### src/rtl/pcpi_issuer.sv
// PCPI initiator: accepts core-side requests, drives them onto the PCPI bus,
// and returns the coprocessor result, trap flag and measured latency.
module pcpi_issuer #(
    parameter int TIMEOUT = 16,
    parameter int CNT_W   = 16
) (
    input  logic             clk,
    input  logic             resetn,
    input  logic             req_valid,
    output logic             req_ready,
    input  logic [31:0]      req_insn,
    input  logic [31:0]      req_rs1,
    input  logic [31:0]      req_rs2,
    output logic             pcpi_valid,
    output logic [31:0]      pcpi_insn,
    output logic [31:0]      pcpi_rs1,
    output logic [31:0]      pcpi_rs2,
    input  logic             pcpi_wr,
    input  logic [31:0]      pcpi_rd,
    input  logic             pcpi_wait,
    input  logic             pcpi_ready,
    output logic             rsp_valid,
    input  logic             rsp_ready,
    output logic             rsp_wr,
    output logic [31:0]      rsp_rd,
    output logic             rsp_trap,
    output logic [CNT_W-1:0] rsp_cycles,
    output logic             err_spurious
);

    localparam logic [CNT_W-1:0] TO_LIM = CNT_W'(TIMEOUT);

    typedef enum logic [1:0] {IDLE, ISSUE, RESP} state_t;

    state_t             state_q, state_d;
    logic               pcpi_valid_q, pcpi_valid_d;
    logic [31:0]        insn_q, insn_d;
    logic [31:0]        rs1_q, rs1_d;
    logic [31:0]        rs2_q, rs2_d;
    logic               rsp_valid_q, rsp_valid_d;
    logic               rsp_wr_q, rsp_wr_d;
    logic [31:0]        rsp_rd_q, rsp_rd_d;
    logic               rsp_trap_q, rsp_trap_d;
    logic [CNT_W-1:0]   rsp_cycles_q, rsp_cycles_d;
    logic               err_q, err_d;
    logic [CNT_W-1:0]   lat_q, lat_d;
    logic [CNT_W-1:0]   to_q, to_d;
    logic [CNT_W-1:0]   to_inc;

    always_comb begin
        state_d      = state_q;
        pcpi_valid_d = pcpi_valid_q;
        insn_d       = insn_q;
        rs1_d        = rs1_q;
        rs2_d        = rs2_q;
        rsp_valid_d  = rsp_valid_q;
        rsp_wr_d     = rsp_wr_q;
        rsp_rd_d     = rsp_rd_q;
        rsp_trap_d   = rsp_trap_q;
        rsp_cycles_d = rsp_cycles_q;
        lat_d        = lat_q;
        to_d         = to_q;
        to_inc       = to_q + 1'b1;
        // A ready pulse with no request on the bus is flagged and otherwise ignored
        err_d        = err_q | (pcpi_ready & ~pcpi_valid_q);

        case (state_q)
            IDLE: begin
                if (req_valid) begin
                    insn_d       = req_insn;
                    rs1_d        = req_rs1;
                    rs2_d        = req_rs2;
                    pcpi_valid_d = 1'b1;
                    lat_d        = {{(CNT_W-1){1'b0}}, 1'b1};
                    to_d         = '0;
                    state_d      = ISSUE;
                end
            end
            ISSUE: begin
                lat_d = (lat_q == '1) ? lat_q : lat_q + 1'b1;
                if (pcpi_ready) begin
                    rsp_wr_d     = pcpi_wr;
                    rsp_rd_d     = pcpi_wr ? pcpi_rd : '0;
                    rsp_trap_d   = 1'b0;
                    rsp_cycles_d = lat_q;
                    pcpi_valid_d = 1'b0;
                    rsp_valid_d  = 1'b1;
                    state_d      = RESP;
                end else if (pcpi_wait) begin
                    to_d = '0;
                end else begin
                    to_d = to_inc;
                    if (to_inc == TO_LIM) begin
                        rsp_wr_d     = 1'b0;
                        rsp_rd_d     = '0;
                        rsp_trap_d   = 1'b1;
                        rsp_cycles_d = lat_q;
                        pcpi_valid_d = 1'b0;
                        rsp_valid_d  = 1'b1;
                        state_d      = RESP;
                    end
                end
            end
            RESP: begin
                if (rsp_ready) begin
                    rsp_valid_d = 1'b0;
                    state_d     = IDLE;
                end
            end
            default: begin
                state_d      = IDLE;
                pcpi_valid_d = 1'b0;
                rsp_valid_d  = 1'b0;
            end
        endcase
    end

    always_ff @(posedge clk or negedge resetn) begin
        if (!resetn) begin
            state_q      <= IDLE;
            pcpi_valid_q <= 1'b0;
            insn_q       <= '0;
            rs1_q        <= '0;
            rs2_q        <= '0;
            rsp_valid_q  <= 1'b0;
            rsp_wr_q     <= 1'b0;
            rsp_rd_q     <= '0;
            rsp_trap_q   <= 1'b0;
            rsp_cycles_q <= '0;
            err_q        <= 1'b0;
            lat_q        <= '0;
            to_q         <= '0;
        end else begin
            state_q      <= state_d;
            pcpi_valid_q <= pcpi_valid_d;
            insn_q       <= insn_d;
            rs1_q        <= rs1_d;
            rs2_q        <= rs2_d;
            rsp_valid_q  <= rsp_valid_d;
            rsp_wr_q     <= rsp_wr_d;
            rsp_rd_q     <= rsp_rd_d;
            rsp_trap_q   <= rsp_trap_d;
            rsp_cycles_q <= rsp_cycles_d;
            err_q        <= err_d;
            lat_q        <= lat_d;
            to_q         <= to_d;
        end
    end

    // Gated by resetn so the core sees no acceptance while reset is held
    assign req_ready    = (state_q == IDLE) & resetn;
    assign pcpi_valid   = pcpi_valid_q;
    assign pcpi_insn    = insn_q;
    assign pcpi_rs1     = rs1_q;
    assign pcpi_rs2     = rs2_q;
    assign rsp_valid    = rsp_valid_q;
    assign rsp_wr       = rsp_wr_q;
    assign rsp_rd       = rsp_rd_q;
    assign rsp_trap     = rsp_trap_q;
    assign rsp_cycles   = rsp_cycles_q;
    assign err_spurious = err_q;

endmodule

### config.mk
export PLATFORM = sky130hd
export DESIGN_NAME = pcpi_issuer
export DESIGN_NICKNAME = d
export VERILOG_FILES = /design/src/rtl/pcpi_issuer.sv
export SDC_FILE = /design/constraint.sdc
export NUM_CORES = 1
export LEC_CHECK = 0
export CAP_MARGIN = 5
export CORE_ASPECT_RATIO = 0.5
export CORE_MARGIN = 2
export CORE_UTILIZATION = 50
export DETAILED_ROUTE_END_ITERATION = 12
export HOLD_SLACK_MARGIN = 0.12
export PLACE_DENSITY = 0.94
export SLEW_MARGIN = 25
export SYNTH_ARGS = -nofsm -noshare
export SYNTH_HDL_FRONTEND = slang
export SYNTH_SLANG_ARGS = --single-unit
### constraint.sdc
create_clock -name clk -period 4.4 [get_ports clk]
set_input_delay 0.44 -clock clk [delete_from_list [all_inputs] [get_ports clk]]
set_output_delay 0.44 -clock clk [all_outputs]
set_load 0.1 [all_outputs]
* Word level (Yosys, flattened, before mapping)
Index checks and enable logic that the tools add are counted.
W data, S select, Z words.
** Cells by class
- $add $sub $neg :: 2
- Equality and inequality tests :: 11
- Multiplexer cells :: 32
- Bitwise logic cells :: 6
- Reduce and logical (&&, ||, !) cells :: 10
** Operators with widths (count)
- $mux W16 :: 8
- $mux W32 :: 4
- $pmux W16 S2 :: 2
- $add A16 B1 Y16 const B :: 2
- $eq A16 B16 Y1 const B :: 1
- $eq A16 B5 Y1 const B :: 1
- $reduce_and A4 Y1 :: 3
- $mux W1 :: 10
- $mux W2 :: 5
- $reduce_and A3 Y1 :: 3
- $ne A2 B2 Y1 const B :: 4
- $ne A3 B3 Y1 const B :: 2
- $pmux W1 S3 :: 2
- $pmux W2 S3 :: 1
- $reduce_bool A2 Y1 :: 2
- $not A1 Y1 :: 3
- $and A1 B1 Y1 :: 2
- $eq A2 B1 Y1 const B :: 1
- $eq A2 B2 Y1 const B :: 1
- $logic_not A2 Y1 :: 1
- $ne A2 B1 Y1 const B :: 1
- $reduce_and A2 Y1 :: 1
- $or A1 B1 Y1 :: 1
** Storage, ports and cells
- Register bits :: 183
- Input port bits :: 135
- Output and inout bits :: 150

* Depth between registers and ports, before layout
- Depth in word-level cells :: 6
- Mapped depth :: 10
- Gate-level depth less buffers :: 7

* Least setup slack after synthesis
Ideal clock, no wire load.
- Kind :: register to output
- From :: reg state_q[0]
- To :: out req_ready
- Arrival :: 2.935 ns
- Slack :: 1.025 ns
- Stages on the path, launching flop included :: 4
- Path through :: dfrtp_1 -> clkbuf_1 -> clkbuf_1 -> nor3b_1
** On the way
- Longest elaborated chain between the ends :: 2
** RTL lines
- start, declared :: RTL line 35 : state_t state_q, state_d;
- start signal, assigned :: RTL line 134 : state_q <= state_d;
- $logic_not A2 Y1 :: RTL line 151 : assign req_ready = (state_q == IDLE) & resetn;
- $and A1 B1 Y1 :: RTL line 151
- end, declared :: RTL line 10 : output logic req_ready,
Every way passes these cells.

* Final worst setup path
- From :: reg to_q[0]
- To :: reg rsp_rd_q[28], in the netlist rsp_rd[28]
** On the way
- Longest elaborated chain between the ends :: 4
** RTL lines
- start, declared :: RTL line 47 : logic [CNT_W-1:0] to_q, to_d;
- start signal, assigned :: RTL line 146 : to_q <= to_d;
- $add A16 B1 Y16 :: RTL line 63 : to_inc = to_q + 1'b1;
- $eq A16 B5 Y1 :: RTL line 93 : if (to_inc == TO_LIM) begin
- $reduce_bool A2 Y1 (no source line)
- $reduce_and A3 Y1 (no source line)
- end signal, assigned :: RTL line 141 : rsp_rd_q <= rsp_rd_d;
- end, declared :: RTL line 42 : logic [31:0] rsp_rd_q, rsp_rd_d;
Every way passes these cells.
A chain may end at the register's enable or synchronous reset.

==> results <==
- The initial DRC count is 638.
- The mapped cell area is 8440 um^2.
- The number of global-route vias before repair is 7250.
- The flow ran to the end, and the final reports show no timing, DRC or antenna violations.
- In this run the mean area of a mapped cell was 11.1 um^2.
- The worst pin sits at a relative slew slack of 29.4%.
- The number of nets in the synthesized netlist is 898.
- For this design, the sink count on the clock tree is 183.
- In this run the clock root is driven by a sky130_fd_sc_hd__clkbuf_16.
- The antenna diode instance count is 0.
- The type of the worst setup path is flop to flop.
- The biggest area consumer among synthesized cells is sky130_fd_sc_hd__dfrtp_1.
- The initial standard-cell utilization of the core is 51.3%.
- Post-CTS repair changed the size of 0 cells.
- The pre-antenna-repair detailed-routing pass consisted of 5 iterations.
- Across the routed clock network, the largest skew measured is 0.0128 ns.
- The chip height is 95.9 um.
- The clock tree from TritonCTS is built.
- Once layout is complete, the utilization of the core stands at 73.0%.
- The worst register-to-register path has a setup slack of 1.20 ns.
- The TritonCTS buffer count is 17.
- Across all setup checks in the final design, the least slack found is 1.20 ns.
- 285 I/O pins were placed.
- The final hold violation count is 0.
- The worst setup path is launched from a flop.
- The area of all sequential standard cells is 4580 um^2.
- The core region area is 16400 um^2.
- The wire length of the first global-routing pass is 37500 um.
- By area the synthesized netlist is led by sky130_fd_sc_hd__dfrtp_1, sky130_fd_sc_hd__mux2_2, sky130_fd_sc_hd__o21ai_0.
- The setup slack at placement is 1.10 ns.
- The clock latency on the worst-skew pair is 0.43 ns.
- The wire length on met2 is 12400 um.
- The number of max-slew violations in the final report was 0.
- The final setup TNS is 0 ns.
- The count of max-cap constraint violations is 0.
- The row count is 33.
- Summing all multi-input logic gate instances after layout gives 3610 um^2.
- Setup repair after global routing left no endpoint under its margin.
- The type of the worst min-delay path is flop to flop.
- The congestion estimate from routability-driven global placement came to 0.841.
- The wire length on met3 is 1450 um.
- In this run the most critical hold path is launched from err_spurious.
- The sort of element at the end of the critical path is a flop.
- The count of antenna-violating nets left after detailed routing is 0.
- The relative area change from synthesis to final layout is 42.2%.
- Data on the critical path is required at its endpoint by 4.68 ns.
- For this run, design rule violations remaining after detail routing come to 0.
- The highest layer touched by signal routing is met4.
- Across all layers, the routed design uses 7280 vias.
- Dividing the detail-routed wire length by the instance count gives 19.1 um.
- The fraction of layout instances using a drive strength above 1 is 14.6%.
- The sequential fraction of the synthesis area is 54.3%.
- Of the post-synthesis cell area, the dominant cell type holds 54.3%.
- The async set-or-reset flop fraction in the synthesized netlist is 100%.
- Based on the critical path, the design can be clocked at up to 313 MHz.
- Summed over all layers, the global routing overflow is 0.
- Buffers added to address setup during post-CTS repair amount to 0.
- For this run, the total global-route usage over all layers was measured as 26.3%.
- The initial antenna violation count is 0.
- The clock transition at the registers of the reported paths is 0.07 ns.
- The number of endpoints failing setup at the final stage is 0.
- The final layout contains routed wiring with a total length of 23900 um.
- Counting instances, the worst hold path has a depth of 1.
- The number of enable-type register cells in the synthesized netlist is 0.
- The via density per instance is 5.81.
- After detailed routing, the wire length on met1 is 9300 um.
- Port buffering added 284 buffers.
- For hold timing, the worst endpoint is err_spurious.
- The die extent in x is 188 um.
- At the pin with the least slew margin, the transition time is 1.06 ns.
- The final net count is 1150.
- The startpoint identified for the worst register-to-register timing path is to_q[0].
- Of all nets on the critical path, the largest fanout is 38.
- For this run, the leading register cell type out of synthesis is sky130_fd_sc_hd__dfrtp_1.
- The warning count from the yosys run is 0.
- The number of levels in the clock H-tree is 4.
- The synthesized design contains 183 register bits.
- The detailed placer's ending HPWL is 16200 um.
- The cell count of the worst reg-to-reg path is 8.
- For the finished layout, the period the worst path requires is 3.20 ns.
- The period utilization is 72.7%.
- The endpoint of the worst register-to-register path is rsp_rd[28].
- Synthesis produced 760 cells.
- The filler cell count is 1115.
- Counting along the longest clock path gives a buffer depth of 2.
- The area of the die is 18000 um^2.
- The pin count of the biggest net entering global routing is 106.
- The count of unique library cells instantiated by Yosys is 46.
- The data arrival time at the worst-slack endpoint is 3.48 ns.
-- worst max-delay path: stages, from the launching register on --
cell and delay (ns):
sky130_fd_sc_hd__dfrtp_1 0.47, sky130_fd_sc_hd__ha_1 0.35, sky130_fd_sc_hd__nand3_1 0.32, sky130_fd_sc_hd__a2111oi_2 0.41, sky130_fd_sc_hd__a21oi_1 0.07, sky130_fd_sc_hd__or4_4 0.69, sky130_fd_sc_hd__nor3_2 0.19, sky130_fd_sc_hd__buf_4 0.36
sky130_fd_sc_hd__o21ai_0 0.18
-- worst max path at each step --
stage,end,slack [ns],cells after the start,startpoint
final,rsp_rd[28],1.20,8,to_q[0]
after floorplan,req_ready,1.02,3,state_q[0]
after global placement,state_q[1],1.31,7,to_q[4]
after global routing,rsp_rd[22],1.00,8,to_q[0]
after CTS,rsp_valid,1.06,7,to_q[4]
after detailed placement,rsp_valid,1.10,7,to_q[4]
-- flip-flops by register name (all words and copies together), names as in the netlist --
signal	cells
err_spurious	1
lat_q	16
pcpi_insn	32
pcpi_rs1	32
pcpi_rs2	32
pcpi_valid	1
rsp_cycles	16
rsp_rd	32
rsp_trap	1
rsp_valid	1
rsp_wr	1
state_q	2
to_q	16
-- synthesized netlist by cell type, drive strengths merged, types with 3 or more instances --
master / instances
nand4: 9
mux2: 96
and4: 4
or4: 17
clkbuf: 52
dfrtp: 183
nor2: 26
a21oi: 16
and3: 28
nor3: 6
nand3: 35
nand2b: 39
ha: 3
nor2b: 17
a221oi: 16
o31ai: 3
o41ai: 4
a22oi: 32
xor2: 9
a31oi: 7
buf: 9
nand2: 33
nor4: 3
o22ai: 3
inv: 4
o21ai: 80
-- logic make-up after synthesis --
family | Yosys count | synth area share, %
AND/OR/NAND/NOR | 226 | 14.9
flip-flops | 183 | 54.3
AO/OA/AOI/OAI | 175 | 13.0
multiplexers | 98 | 13.0
buffers and inverters | 65 | 3.25
XOR/XNOR | 10 | 1.04
adder cells (fa/ha/maj) | 3 | 0.445
-- cells in the final DEF (no fill, tap or decap), drive strengths merged, types with 16 or more instances in the layout --
master	count
a21oi	16
a221oi	16
a22oi	32
and3	28
clkbuf	22
clkdlybuf4s50	281
dfrtp	183
mux2	96
nand2	33
nand2b	39
nand3	35
nor2	26
nor2b	17
o21ai	80
or4	17
-- stage by stage --
| step | hold slack, ns | std cells | instance area (um^2) |
|---|---|---|---|
| 6_report | 0.492 | 1252 | 12000 |
| 5_1_grt | 0.506 | 1252 | 12000 |
| 4_1_cts | 0.498 | 1252 | 12000 |
| 3_5_place_dp | 0.407 | 1219 | 11400 |
| 3_3_place_gp | 0.400 | 1219 | 11400 |
| 2_1_floorplan | 0.144 | 760 | 8440 |
-- timing repair --
action / CTS / global route
hold buffers: 1 / 0
setup endpoints to repair: 0 / 0
hold endpoints to repair: 49 / 0
-- per-layer routing --
metal,up-vias,global-route usage [%]
met4,0,9.51
met3,66,5.76
li1,3289,-
met2,312,48.2
met5,-,0
met1,3613,31.1
-- layout make-up --
| class | instances | area share [%] |
|---|---|---|
| clock buffer | 22 | 4.03 |
| clock inverter | 10 | 0.792 |
| inverter | 4 | 0.125 |
| multi-input combinational | 512 | 30.1 |
| sequential | 183 | 38.2 |
| tap | 227 | 2.37 |
| timing repair buffer | 294 | 24.4 |
Power is not shown: default switching activity piles up to over one toggle a cycle in this logic, so the estimate is an artifact.
